--- src/rtl/mac_multiplex_pkg.sv ---
// Shared types for the mac_multiplex result drain: FSM states, precision-mode
// encodings and the mode-to-lane-count mapping.
package mac_multiplex_pkg;

   typedef enum logic [1:0] {IDLE, ACCUM, FLUSH, CAPTURE} st_t;

   localparam logic [1:0] MODE_1LANE = 2'd0;
   localparam logic [1:0] MODE_2LANE = 2'd1;
   localparam logic [1:0] MODE_4LANE = 2'd3;

   function automatic logic [2:0] lane_count(input logic [1:0] aw);
      case (aw)
         MODE_1LANE:       return 3'd1;
         MODE_2LANE:       return 3'd2;
         MODE_4LANE, 2'd2: return 3'd4;
         default:          return 3'd4;
      endcase
   endfunction

endpackage

--- src/rtl/mac_drain_serializer.sv ---
// Holds one captured accumulator word and streams its sign-extended
// sub-accumulator lanes out over valid/ready, lane 0 first.
module mac_drain_serializer
   import mac_multiplex_pkg::*;
#(
   parameter int Z_WIDTH = 32
) (
   input  logic               clk,
   input  logic               rst,
   input  logic               load,
   input  logic [Z_WIDTH-1:0] z,
   input  logic [1:0]         aw,
   input  logic               res_ready,
   output logic               res_valid,
   output logic [Z_WIDTH-1:0] res_data,
   output logic [1:0]         res_lane,
   output logic               res_last
);

   localparam int W2 = Z_WIDTH / 2;
   localparam int W4 = Z_WIDTH / 4;

   logic [Z_WIDTH-1:0]            zr;
   logic [1:0]                    idx, nl_last;
   logic [3:0][Z_WIDTH-1:0]       ext4;
   logic [1:0][Z_WIDTH-1:0]       ext2;

   for (genvar i = 0; i < 4; i++) begin : g_l4
      assign ext4[i] = {{(Z_WIDTH-W4){zr[(i+1)*W4-1]}}, zr[i*W4 +: W4]};
   end
   for (genvar i = 0; i < 2; i++) begin : g_l2
      assign ext2[i] = {{(Z_WIDTH-W2){zr[(i+1)*W2-1]}}, zr[i*W2 +: W2]};
   end

   // The load is only issued while empty, so it never races a pending beat.
   always_ff @(posedge clk) begin
      if (rst) begin
         zr        <= '0;
         idx       <= '0;
         nl_last   <= '0;
         res_valid <= 1'b0;
      end else if (load) begin
         zr        <= z;
         idx       <= '0;
         nl_last   <= 2'(lane_count(aw) - 3'd1);
         res_valid <= 1'b1;
      end else if (res_valid && res_ready) begin
         if (idx == nl_last) res_valid <= 1'b0;
         else                idx       <= idx + 2'd1;
      end
   end

   always_comb begin
      res_data = zr;
      case (nl_last)
         2'd1:    res_data = ext2[idx[0]];
         2'd3:    res_data = ext4[idx];
         default: res_data = zr;
      endcase
   end

   assign res_lane = idx;
   assign res_last = res_valid && (idx == nl_last);

endmodule

--- src/rtl/mac_multiplex_drain.sv ---
// Closes MAC accumulation bursts, clears the accumulator and hands z to the
// lane serializer. Optional MAC_DRAIN_PERF_EN adds a FLUSH backpressure counter.
module mac_multiplex_drain
   import mac_multiplex_pkg::*;
#(
   parameter int Z_WIDTH       = 32,
   parameter int ACC_LEN_WIDTH = 8,
   parameter int MAC_LAT       = 2
) (
   input  logic                     clk,
   input  logic                     rst,
   input  logic [1:0]               config_aw,
   input  logic [ACC_LEN_WIDTH-1:0] acc_len,
   input  logic                     op_valid,
   output logic                     op_ready,
   output logic                     mac_accu_rst,
   input  logic [Z_WIDTH-1:0]       z,
   output logic                     res_valid,
   input  logic                     res_ready,
   output logic [Z_WIDTH-1:0]       res_data,
   output logic [1:0]               res_lane,
   output logic                     res_last
`ifdef MAC_DRAIN_PERF_EN
   ,output logic [15:0]             stall_cnt
`endif
);

   st_t                      state;
   logic [ACC_LEN_WIDTH-1:0] cnt, burst_len, eff_len;
   logic [1:0]               burst_aw, flush_cnt;
   logic                     issue, wait_done;

   assign issue   = op_valid & op_ready;
   assign eff_len = (acc_len == '0) ? ACC_LEN_WIDTH'(1) : acc_len;
   // flush_cnt counts from the cycle after the last issue; capture lands on
   // last issue + MAC_LAT, but never earlier than one FLUSH cycle.
   assign wait_done = (int'(flush_cnt) + 2) >= MAC_LAT;

   always_ff @(posedge clk) begin
      if (rst) begin
         state        <= IDLE;
         op_ready     <= 1'b0;
         mac_accu_rst <= 1'b0;
         cnt          <= '0;
         burst_len    <= '0;
         burst_aw     <= '0;
         flush_cnt    <= '0;
      end else begin
         mac_accu_rst <= 1'b0;
         case (state)
            IDLE: begin
               op_ready <= 1'b1;
               if (issue) begin
                  burst_aw  <= config_aw;
                  burst_len <= eff_len;
                  cnt       <= ACC_LEN_WIDTH'(1);
                  flush_cnt <= '0;
                  if (eff_len == ACC_LEN_WIDTH'(1)) begin
                     state    <= FLUSH;
                     op_ready <= 1'b0;
                  end else begin
                     state <= ACCUM;
                  end
               end
            end
            ACCUM: if (issue) begin
               cnt <= cnt + ACC_LEN_WIDTH'(1);
               if (cnt + ACC_LEN_WIDTH'(1) == burst_len) begin
                  state     <= FLUSH;
                  op_ready  <= 1'b0;
                  flush_cnt <= '0;
               end
            end
            FLUSH: begin
               if (flush_cnt != 2'd3) flush_cnt <= flush_cnt + 2'd1;
               if (wait_done && !res_valid) begin
                  state        <= CAPTURE;
                  mac_accu_rst <= 1'b1;
               end
            end
            CAPTURE: begin
               state    <= IDLE;
               op_ready <= 1'b1;
            end
            default: state <= IDLE;
         endcase
      end
   end

`ifdef MAC_DRAIN_PERF_EN
   always_ff @(posedge clk) begin
      if (rst)
         stall_cnt <= '0;
      else if (state == FLUSH && wait_done && res_valid && stall_cnt != 16'hFFFF)
         stall_cnt <= stall_cnt + 16'd1;
   end
`endif

   // mac_accu_rst is high exactly in the CAPTURE cycle, so it doubles as the load strobe.
   mac_drain_serializer #(.Z_WIDTH(Z_WIDTH)) u_ser (
      .clk       (clk),
      .rst       (rst),
      .load      (mac_accu_rst),
      .z         (z),
      .aw        (burst_aw),
      .res_ready (res_ready),
      .res_valid (res_valid),
      .res_data  (res_data),
      .res_lane  (res_lane),
      .res_last  (res_last)
   );

endmodule

--- config.mk ---
export PLATFORM = sky130hd
export DESIGN_NAME = mac_multiplex_drain
export DESIGN_NICKNAME = d
export VERILOG_FILES = /design/src/rtl/mac_multiplex_pkg.sv /design/src/rtl/mac_drain_serializer.sv /design/src/rtl/mac_multiplex_drain.sv
export SDC_FILE = /design/constraint.sdc
export NUM_CORES = 1
export LEC_CHECK = 0
export CAP_MARGIN = 5
export CORE_MARGIN = 2
export CORE_UTILIZATION = 53
export DETAILED_ROUTE_END_ITERATION = 12
export GPL_ROUTABILITY_DRIVEN = 0
export PLACE_DENSITY = 0.85
export RECOVER_POWER = 100
export SETUP_SLACK_MARGIN = 0.1
export SLEW_MARGIN = 40
export SYNTH_ARGS = -nofsm -noshare
export SYNTH_HDL_FRONTEND = slang
export SYNTH_SLANG_ARGS = --single-unit
--- constraint.sdc ---
create_clock -name clk -period 3.2 [get_ports clk]
set_input_delay 0.48 -clock clk [delete_from_list [all_inputs] [get_ports clk]]
set_output_delay 0.48 -clock clk [all_outputs]
set_load 0.02 [all_outputs]
==> impl_metrics.toml <==
[synthesis]
ys_seq_area_frac = 0.3572
async_flop_share = 0
yosysWarnings = 0
avgSynthCellArea_sq_um = 8.267
synth_area_sq_mm = 0.003307
ys_ff_latch = 59
synth_fp_nets = 451
synth_ff_type = "dfxtp_1"
synth_cell_types = 46
synth_edf_count = 0
syn_inst = 400

[status]
run_status = "finished with violations"
violations = "max-capacitance violations, max-slew violations"

[floorplanning]
die_w_um = 82.99
initial_core_util = 0.5520
die_h_um = 82.99
rows = 28
core_area_sq_mm = 0.005991
ios = 84
die_area_sq_mm = 0.006887

[setup_path]
start_kind = "register"
cp_max_fo = 30
worstSetupPathType = "register to output port"
cp.arrival_ns = 2.53
cp-end-kind = "output port"
r2r_slack_ns = 0.51
required_ns = 2.72

[hold_path]
holdCritPathClass = "register to register"

[pwr]
p_leak_nw = 1.605
peakVddDrop_uv = 314.0
powerDensity_mw_per_mm2 = 428.4
total_power_mw = 1.872

[detailed_routing]
vias_per_cell = 5.715
drc = 0
wl_um = 8631
post_drt_wl_per_cell_um = 15.55
drtPass1Iterations = 5
vias = 3172
ant_nets = 0
first_iter_violations = 288

[cts]
clk_pin_slew_worst_paths_ns = 0.07
cts_buffer_depth = 2
htree_levels = 3
clockRootBuffer = "clkbuf_8"
cts_buffers = 9
insertion_delay_ns = 0.34
hold_buffers = 0
cts_tree = "yes"
cts_sinks = 59

[global_routing]
grt_pass1_vias = 2960
antenna_found_initial = 0
grt_usage = 0.2545
grt_start_max_net_pins = 39
grt_pass1_wl_um = 14350
overflow = 0

[final_layout]
multi_input_area_sq_mm = 0.001936
nets = 526
seq_area_sq_mm = 0.001181
syn_to_final_growth_pct = 32.16
num_antenna_cells = 0
fillers = 472
drive_gt1_frac = 0.08125

[placed_design]
dp.final_hpwl_um = 6316
portBuffers = 83

[sta]
tightestPinTransition_ns = 2.553
final.setup.tns_ns = 0
hold_viol_final = 0
finalClockSkew_ns = 0.008277
fmax_mhz = 332.7
finalMaxSlewViolations = 39
setup_violations = 0
rsz0062_at_grt = "no"
layout_min_cycle_time_ns = 3.006
post-route-period-util = 0.9393
relSlewSlack = -0.7018

[flow_run]
cap_violations = 1
-- flip-flops by register name (all words and copies together) (netlist names) --
name / count
burst_aw: 2
burst_len: 8
cnt: 8
mac_accu_rst: 1
op_ready: 1
state: 2
u_ser.nl_last: 2
u_ser.res_lane: 2
u_ser.res_valid: 1
u_ser.zr: 32
-- repair_timing --
item                       4_1_cts  5_1_grt
hold endpoints to repair         0        0
pin swaps                        1        0
cloned                           0        0
gates resized for setup          0        1
setup endpoints to repair       17        7
buffers inserted                 2        0
-- report_power, final --
part | switching [mW] | internal, mW | total (mW)
sequential | 0.0522 | 0.778 | 0.831
clock | 0.280 | 0.365 | 0.645
combinational | 0.207 | 0.189 | 0.396
-- cell families after synthesis --
group,after synthesis,share of synthesized area
AOI/OAI and AO/OA,89,0.1699
xor gates and xnor gates,13,0.03859
muxes,43,0.1635
buffers and inverters,49,0.05637
adders and majority gates,5,0.01892
and+or+nand+nor,142,0.1956
DFF,59,0.3572
-- area by class of cell --
cell class / count / share of cell area
Clock inverter: 1 / 0.001145
Tap cell: 75 / 0.02147
Sequential cell: 59 / 0.2703
Inverter: 20 / 0.01718
Clock buffer: 15 / 0.04266
Multi-Input combinational cell: 292 / 0.4429
Timing Repair Buffer: 93 / 0.2044
-- cell usage in the layout (no fill, tap or decap), types with 2 or more instances in the layout --
cell / synthesis / layout
nor2_1: 65 / 64
dfxtp_1: 59 / 59
clkdlybuf4s50_1: 0 / 58
nand2_1: 38 / 38
mux2i_1: 33 / 33
dlygate4sd3_1: 0 / 24
o21ai_0: 23 / 23
inv_1: 20 / 20
a21oi_1: 19 / 19
clkbuf_8: 0 / 13
o22a_1: 10 / 10
o22ai_1: 10 / 10
mux4_2: 8 / 8
xnor2_1: 8 / 8
nand3_1: 8 / 8
buf_4: 0 / 8
o21ai_1: 7 / 7
nor3_1: 7 / 7
ha_1: 5 / 5
nand3b_1: 4 / 4
a22o_1: 4 / 4
xor2_1: 4 / 4
clkbuf_1: 23 / 4
nand2b_1: 3 / 3
a31oi_1: 3 / 3
nor2b_1: 2 / 2
and3_1: 2 / 2
a211oi_1: 2 / 2
or4_1: 2 / 2
and3_2: 2 / 2
o41ai_1: 2 / 2
nand4_1: 2 / 2
o21bai_1: 2 / 2
a22oi_1: 2 / 2
-- critical path, cell delays in order (launching register included) --
cell and delay [ns]:
dfxtp_1 0.35, buf_4 0.34, mux4_2 0.54, nand2_1 0.08, nand2_1 0.05, a22o_1 0.18, dlygate4sd3_1 0.64
-- stage by stage --
stage                     hold WS, ns  setup WS, ns  instances  utilization  instance area (sq um)
after floorplan                0.4363        0.6031        400            -                   3307
after global placement         0.4491        0.4458        537       0.6972                   4177
after detailed placement       0.4639        0.2975        537       0.6972                   4177
after CTS                      0.4698        0.2039        555       0.7316                   4383
after global routing           0.4981       0.08127        555       0.7295                   4370
final                          0.4685        0.1943        555       0.7295                   4370
-- Yosys cell counts, types with 2 or more instances --
cell | n | area, sq um
nand2b_1 | 3 | 18.77
nand2_1 | 38 | 142.6
mux2_4 | 2 | 30.03
xnor2_1 | 8 | 70.07
and3_1 | 2 | 12.51
o21ai_0 | 23 | 115.1
dfxtp_1 | 59 | 1181
o21ai_1 | 7 | 35.03
a211oi_1 | 2 | 15.01
xor2_1 | 4 | 35.03
and3_2 | 2 | 15.01
inv_1 | 20 | 75.07
nor2b_1 | 2 | 12.51
or4_1 | 2 | 15.01
o22ai_1 | 10 | 62.56
buf_1 | 4 | 15.01
nand3_1 | 8 | 40.04
a21oi_1 | 19 | 95.09
a22oi_1 | 2 | 15.01
a31oi_1 | 3 | 18.77
o21bai_1 | 2 | 15.01
nand4_1 | 2 | 12.51
buf_2 | 2 | 10.01
o41ai_1 | 2 | 17.52
ha_1 | 5 | 62.56
a22o_1 | 4 | 35.03
o22a_1 | 10 | 87.58
mux4_2 | 8 | 180.2
mux2i_1 | 33 | 330.3
nor2_1 | 65 | 244.0
nor3_1 | 7 | 35.03
clkbuf_1 | 23 | 86.33
nand3b_1 | 4 | 30.03
-- worst paths after layout --
| check | start | to | depth (start not counted) |
|---|---|---|---|
| max | u_ser.res_lane[0] | res_data[3] | 6 |
| min | burst_len[4] | burst_len[4] | 2 |
| max reg2reg | mac_accu_rst | u_ser.zr[31] | 3 |
| min reg2reg | burst_len[4] | burst_len[4] | 2 |
-- layer usage --
metal / vias up / share of wire / track usage
li1: 1549 / - / -
met1: 1501 / 0.44 / 0.3317
met2: 105 / 0.49 / 0.4208
met3: 17 / 0.051 / 0.04771
met4: 0 / 0.019 / 0.09240
met5: - / 0 / 0
(Power assumes the default switching activity.)
